### src/rtl/prog_counter_unit.sv
// Program counter for the RAT MCU fetch path with a built-in return-address stack
// that serves CALL, RET and interrupt entry without touching scratch RAM.
module prog_counter_unit #(
  parameter int         STACK_DEPTH = 8,
  parameter logic [9:0] RESET_ADDR  = 10'h000,
  parameter logic [9:0] INTR_ADDR   = 10'h3FF
) (
  input  logic       CLK,
  input  logic       RST,
  input  logic       PC_INC,
  input  logic       PC_LD,
  input  logic [1:0] PC_MUX_SEL,
  input  logic [9:0] IMMED,
  input  logic       STK_PUSH,
  input  logic       STK_POP,
  output logic [9:0] PC_COUNT,
  output logic [9:0] TOS,
  output logic       STK_EMPTY,
  output logic       STK_FULL,
  output logic       STK_ERR
);

  localparam int            AW         = $clog2(STACK_DEPTH);
  localparam int            DW         = AW + 1;
  localparam logic [DW-1:0] FULL_DEPTH = DW'(STACK_DEPTH);
  localparam logic [DW-1:0] ONE        = DW'(1);

  logic [9:0]    pc_q, pc_d;
  logic [DW-1:0] depth_q, depth_d;
  logic          err_q, err_d;
  logic [9:0]    stk_q [STACK_DEPTH];
  logic [9:0]    stk_d [STACK_DEPTH];

  logic          empty;
  logic          full;
  logic [AW-1:0] top_idx;
  logic [AW-1:0] next_idx;
  logic [9:0]    tos;

  assign empty    = (depth_q == '0);
  assign full     = (depth_q == FULL_DEPTH);
  assign top_idx  = AW'(depth_q - ONE);
  assign next_idx = depth_q[AW-1:0];
  // An empty stack reads as zero, which is also what a RET on underflow loads.
  assign tos      = empty ? 10'h000 : stk_q[top_idx];

  always_comb begin
    pc_d = pc_q;
    if (PC_LD) begin
      case (PC_MUX_SEL)
        2'd0:    pc_d = IMMED;
        2'd1:    pc_d = tos;
        2'd2:    pc_d = INTR_ADDR;
        default: pc_d = pc_q;
      endcase
    end else if (PC_INC) begin
      pc_d = pc_q + 10'd1;
    end
  end

  always_comb begin
    stk_d   = stk_q;
    depth_d = depth_q;
    err_d   = err_q;
    if (STK_PUSH && STK_POP) begin
      // Replace the top in place; on an empty stack this degenerates to a plain push.
      if (empty) begin
        stk_d[next_idx] = pc_q;
        depth_d         = depth_q + ONE;
      end else begin
        stk_d[top_idx] = pc_q;
      end
    end else if (STK_PUSH) begin
      if (full) begin
        err_d = 1'b1;
      end else begin
        stk_d[next_idx] = pc_q;
        depth_d         = depth_q + ONE;
      end
    end else if (STK_POP) begin
      if (empty) begin
        err_d = 1'b1;
      end else begin
        depth_d = depth_q - ONE;
      end
    end
  end

  always_ff @(posedge CLK) begin
    if (RST) begin
      pc_q    <= RESET_ADDR;
      depth_q <= '0;
      err_q   <= 1'b0;
    end else begin
      pc_q    <= pc_d;
      depth_q <= depth_d;
      err_q   <= err_d;
      stk_q   <= stk_d;
    end
  end

  assign PC_COUNT  = pc_q;
  assign TOS       = tos;
  assign STK_EMPTY = empty;
  assign STK_FULL  = full;
  assign STK_ERR   = err_q;

endmodule
### config.mk
export PLATFORM = sky130hd
export DESIGN_NAME = prog_counter_unit
export DESIGN_NICKNAME = d
export VERILOG_FILES = /design/src/rtl/prog_counter_unit.sv
export SDC_FILE = /design/constraint.sdc
export NUM_CORES = 1
export LEC_CHECK = 0
export CELL_PAD_IN_SITES_DETAIL_PLACEMENT = 0
export CELL_PAD_IN_SITES_GLOBAL_PLACEMENT = 1
export CORE_MARGIN = 2
export CORE_UTILIZATION = 48
export CTS_CLUSTER_SIZE = 28
export DETAILED_ROUTE_END_ITERATION = 10
export PLACE_DENSITY_LB_ADDON = 0.1
export SKIP_CTS_REPAIR_TIMING = 1
export SLEW_MARGIN = 5
export SYNTH_ARGS = -nofsm -noshare
export SYNTH_HDL_FRONTEND = slang
export SYNTH_SLANG_ARGS = --single-unit
export TNS_END_PERCENT = 30
### constraint.sdc
create_clock -name CLK -period 3.6 [get_ports CLK]
set_input_delay 0.54 -clock CLK [delete_from_list [all_inputs] [get_ports CLK]]
set_output_delay 0.54 -clock CLK [all_outputs]
set_load 0.02 [all_outputs]
# Yosys cells after proc, flatten, opt, wreduce, memory -nomap -nowiden

Cells that the tools add are included.

Bits in registers: 95
Word-level logic and storage cells: 72
Output and inout port bits: 23

Multiplexer cells: 27
Reduce and logical (&&, ||, !) cells: 14
Add/subtract/negate cells: 3
Bitwise gates (word level): 4
Equal/unequal tests: 9
Order comparisons: 4

Operators by type and width:

| kind                  | number |
|---|---|
| $mux 80               | 4 |
| $bwmux 80             | 2 |
| $mux 10               | 7 |
| $demux 10 s3          | 2 |
| $bmux 10 s3           | 1 |
| $pmux 10 s3           | 1 |
| $mux 4                | 6 |
| $add 10x1->10 const B | 1 |
| $ge 4x4->1 const B    | 2 |
| $lt 4x1->1 const B    | 2 |
| $not 3->4             | 2 |
| $reduce_and 4->1      | 2 |
| $reduce_bool 2->1     | 4 |
| $ne 3x2->1 const B    | 2 |
| $add 4x1->4 const B   | 1 |
| $eq 4x4->1 const B    | 1 |
| $logic_not 4->1       | 1 |
| $mux 1                | 4 |
| $ne 2x1->1 const B    | 2 |
| $ne 4x1->1 const B    | 1 |
| $sub 4x1->4 const B   | 1 |
| $logic_and 1x1->1     | 3 |
| $reduce_and 3->1      | 1 |
| $reduce_bool 3->1     | 1 |
| other kinds (6)       | 7 |

# Logic depth before layout (Yosys ltp)

Word-level depth: 9
Mapped depth: 12
Depth with buffers taken out: 8

# Worst setup path after synthesis

No wires, ideal clock.

Kind: reg2reg
From: register depth_q[0]
To: register stk_q[60] (netlist name), enable pin
Slack: 549 ps
Required time: 3220 ps
Setup time: 380 ps
Arrival time: 2671 ps
Stages on the path, launching flop included: 10
Path through: dfxtp_1 -> buf_2 -> buf_2 -> inv_1 -> ha_1 -> clkbuf_1 -> clkbuf_1 -> nor2b_1 -> nand2_1 -> a21oi_1

Cells in the longest elaborated chain, start to end: 3

Ends and longest elaborated chain:

| element                           | line | RTL |
|---|---|---|
| from (decl)                       | 29   | `logic [DW-1:0] depth_q, depth_d;` |
| from (signal assigned)            | 96   | `depth_q <= depth_d;` |
| $eq 4x4->1                        | 41   | `assign full = (depth_q == FULL_DEPTH);` |
| $ne 2x1->1 (no source line)       | --   |  |
| $reduce_and 3->1 (no source line) | --   |  |
| to (signal assigned)              | 98   | `stk_q <= stk_d;` |
| to (decl)                         | 31   | `logic [9:0] stk_q [STACK_DEPTH];` |

No other way between the ends.
A chain may end at the register's enable or synchronous reset.

# Worst setup path in the final report

From: register depth_q[0]
To: output TOS[5]

Cells in the longest elaborated chain, start to end: 6
Elaborated cells on any way between the ends: 7

Ends and longest elaborated chain:

| element                                     | line | RTL |
|---|---|---|
| $sub 4x1->4                                 | --   |  |
| $not 3->4 (not written as such)             | 45   | `assign tos = empty ? 10'h000 : stk_q[top_idx];` |
| $bmux 10 s3                                 | 45   |  |
| $mux 10 (not written as such) (2 in series) | 45   |  |
| $mux 10 (*)                                 | 45   |  |
| to (decl)                                   | 17   | `output logic [9:0] TOS,` |

Every way passes the cells marked *; elsewhere a longest branch is shown, timed or not. The select of a mux whose other input is x is not followed.

==> summary.txt <==
initial antenna violation count - 0
Routed Antenna Nets - 0
Final Hold Viols - 0
RSZ-0062 raised after global routing - no
area grow syn2layout - 15.3%
main combinational cell family by area after synthesis - compound AO/OA/AOI/OAI gates
warnings from Yosys - 0
core region area - 10900 um2
length of the first detailed-routing pass in iterations - 7
Final Core Density - 0.571
I/O pins - 41
vias per inst - 6.54
Yosys cell types - 52
most frequent cells after synthesis - 80 x a22o_1, 80 x edfxtp_1, 33 x nand2_1
VDD IR-drop max - 458 uV
reg2reg path depth - 7
crit path capture type - output port
Total Routed Length - 15.2 mm
max incr delay on CP - 0.71 ns
Setup violations, final - 0
Synth Area in Compound Gates - 0.245
die area - 12100 um2
DR iter-0 viols - 448
Yosys top cell area share - 0.445
total CTS buffers - 9
Max Cap Violations - 0
#FFs+latches synth - 95
Most used DFF post-synth - edfxtp_1
gr usage total - 0.262
drc violations - 0
fin nets - 518
largest net degree at the start of global routing - 37
simple-gate share of the synthesized area - 0.0933
Slowest cell on crit path - clkdlybuf4s50_1
Slew Viols, Final - 0
Syn Area/Cell - 11.9 um2
FMAX - 299 MHz
Place WS - 0.661 ns
CP Data Required Time - 3.06 ns
CTS tree - done
critical path depth in cells - 8
post-synthesis sequential area ratio - 0.501
global-route wire length before repair - 23.2 mm
Routability Congestion - 0.871
Multi-input gate area - 2480 um2
critical path class - reg -> out
die width - 110 um
Power Density - 911 nW/um2
ANT cells - 0
Synth async-reset ratio - 0
worst slew pin tran - 0.855 ns
post-route clock skew - 0.0134 ns
CP Launch Type - register
clk buf depth - 2
die height - 110 um
Synth Area in XOR/XNOR - 0.0146
clk_lat worst skew - 0.37 ns
Post-Syn Instances - 454
final std cells w/o fill - 639
H-Tree Depth - 3
Seq. cell area - 2700 um2
CP max FO - 13
most used cell, CP - buf_4
Cell Rows - 38
Hold Crit Depth - 2
filler cell count - 931
post-DP HPWL - 10.5 mm
status - complete, no violations
relative slew slack - 0.428
Cell Chain, Critical Path - inv_1, ha_1, buf_4, xor2_1, buf_4, nand2_1, a21oi_1, clkdlybuf4s50_1
layout cell share with drive strength beyond 1 - 0.148
Mapped Area - 5390 um2
Post-synth EDFFs - 80
post-synthesis mux area share - 0.0928
final setup margin - 0.250 ns
CTS Sinks - 95
IO buf count - 40
vias in the first global route - 3917
post-route setup TNS - 0 ns
fin crit share - 0.930
WP data arrival - 2.81 ns
Initial Util - 0.495
cell taking the most area after synthesis - edfxtp_1
CTS root buffer - clkbuf_8
Adder-Cell Fraction of Synth Area - 0.0139
leak pwr - 2.14 nW
crit path time final - 3.35 ns
Overflow after GRT - 0
placed insts - 623
Worst Hold Class - reg -> reg
Buf/Inv on CP - 4
WL/cell - 23.8 um
CP top delay family - buffers and inverters
Clock Pin Slew Worst Setup and Hold Paths - 0.09 ns
total number of vias - 4177
synth top area cells - edfxtp_1 45%, a22o_1 13%, mux4_2 8.4%, dfxtp_1 5.6%, a21oi_1 2.6%
Net Count, Synth - 478
## where the power goes
part           switching [W]  internal (W)
Clock               0.000390      0.000412
Combinational        0.00177       0.00138
Sequential          0.000181       0.00154
## cells in the final DEF, fill, tap and decap left out, types with 4 or more instances in the layout
cell type         n
xnor2_1           6
edfxtp_1         80
a211oi_1          6
dfxtp_1          14
mux2i_1           5
buf_4            25
inv_1            12
clkbuf_8         10
a21oi_1          28
o211ai_1          5
ha_1              6
a31oi_1           6
a22o_1           80
mux4_2           20
clkdlybuf4s50_1  40
nand3_1           8
nand2_1          33
o21ai_0          17
nand2b_1          7
nor3_1            8
nor2_1           25
nor2b_1           5
and3_1            4
## logic make-up after synthesis
kind of cell,count (synthesis)
AOI/OAI and AO/OA,165
and+or+nand+nor,105
DFF,95
buffers and inverters,49
muxes,25
xor gates and xnor gates,9
adders and majority gates,6
## state kept, by name, indices dropped and copies added, names as in the netlist
signal / cells
stk_q: 80
STK_ERR: 1
PC_COUNT: 10
depth_q: 4
## per-stage QoR
stage / power [W] / instance area [um2] / hold WS [ns]
final: 0.00567 / 6220 / 0.490
after detailed placement: 0.00486 / 6000 / 0.468
after global placement: 0.00481 / 6000 / 0.462
after global routing: 0.00597 / 6220 / 0.559
after CTS: 0.00567 / 6220 / 0.493
after floorplan: 0.00375 / 5390 / 0.535
## worst paths after layout
| path | slack [ns] | to | startpoint |
|---|---|---|---|
| hold / removal | 0.49 | STK_ERR | STK_ERR |
| hold reg to reg | 0.49 | STK_ERR | STK_ERR |
| setup reg to reg | 0.88 | stk_q[72] | depth_q[0] |
| setup / recovery | 0.25 | TOS[5] | depth_q[0] |
## worst reg2reg max path, cell delays in order (launching register included)
cell and delay (ns):
dfxtp_2 0.33, inv_1 0.13, ha_1 0.20, or3b_1 0.42, and3_4 0.29, or2_0 0.44, o32ai_4 0.57, a22o_1 0.23
## cell type report
| type | instances | area share |
|---|---|---|
| Multi-Input combinational cell | 310 | 0.399 |
| Clock inverter | 5 | 0.0131 |
| Inverter | 13 | 0.00785 |
| Tap cell | 140 | 0.0282 |
| Sequential cell | 95 | 0.435 |
| Clock buffer | 11 | 0.0227 |
| Timing Repair Buffer | 65 | 0.0945 |
## layer usage
metal,GRT usage,share of wire,up-vias
met5,0,0,-
met4,0.0759,0.013,0
met3,0.0329,0.065,15
met2,0.400,0.46,192
met1,0.393,0.46,2091
li1,-,-,1879
No activity file was read; power rests on OpenSTA's default activity.
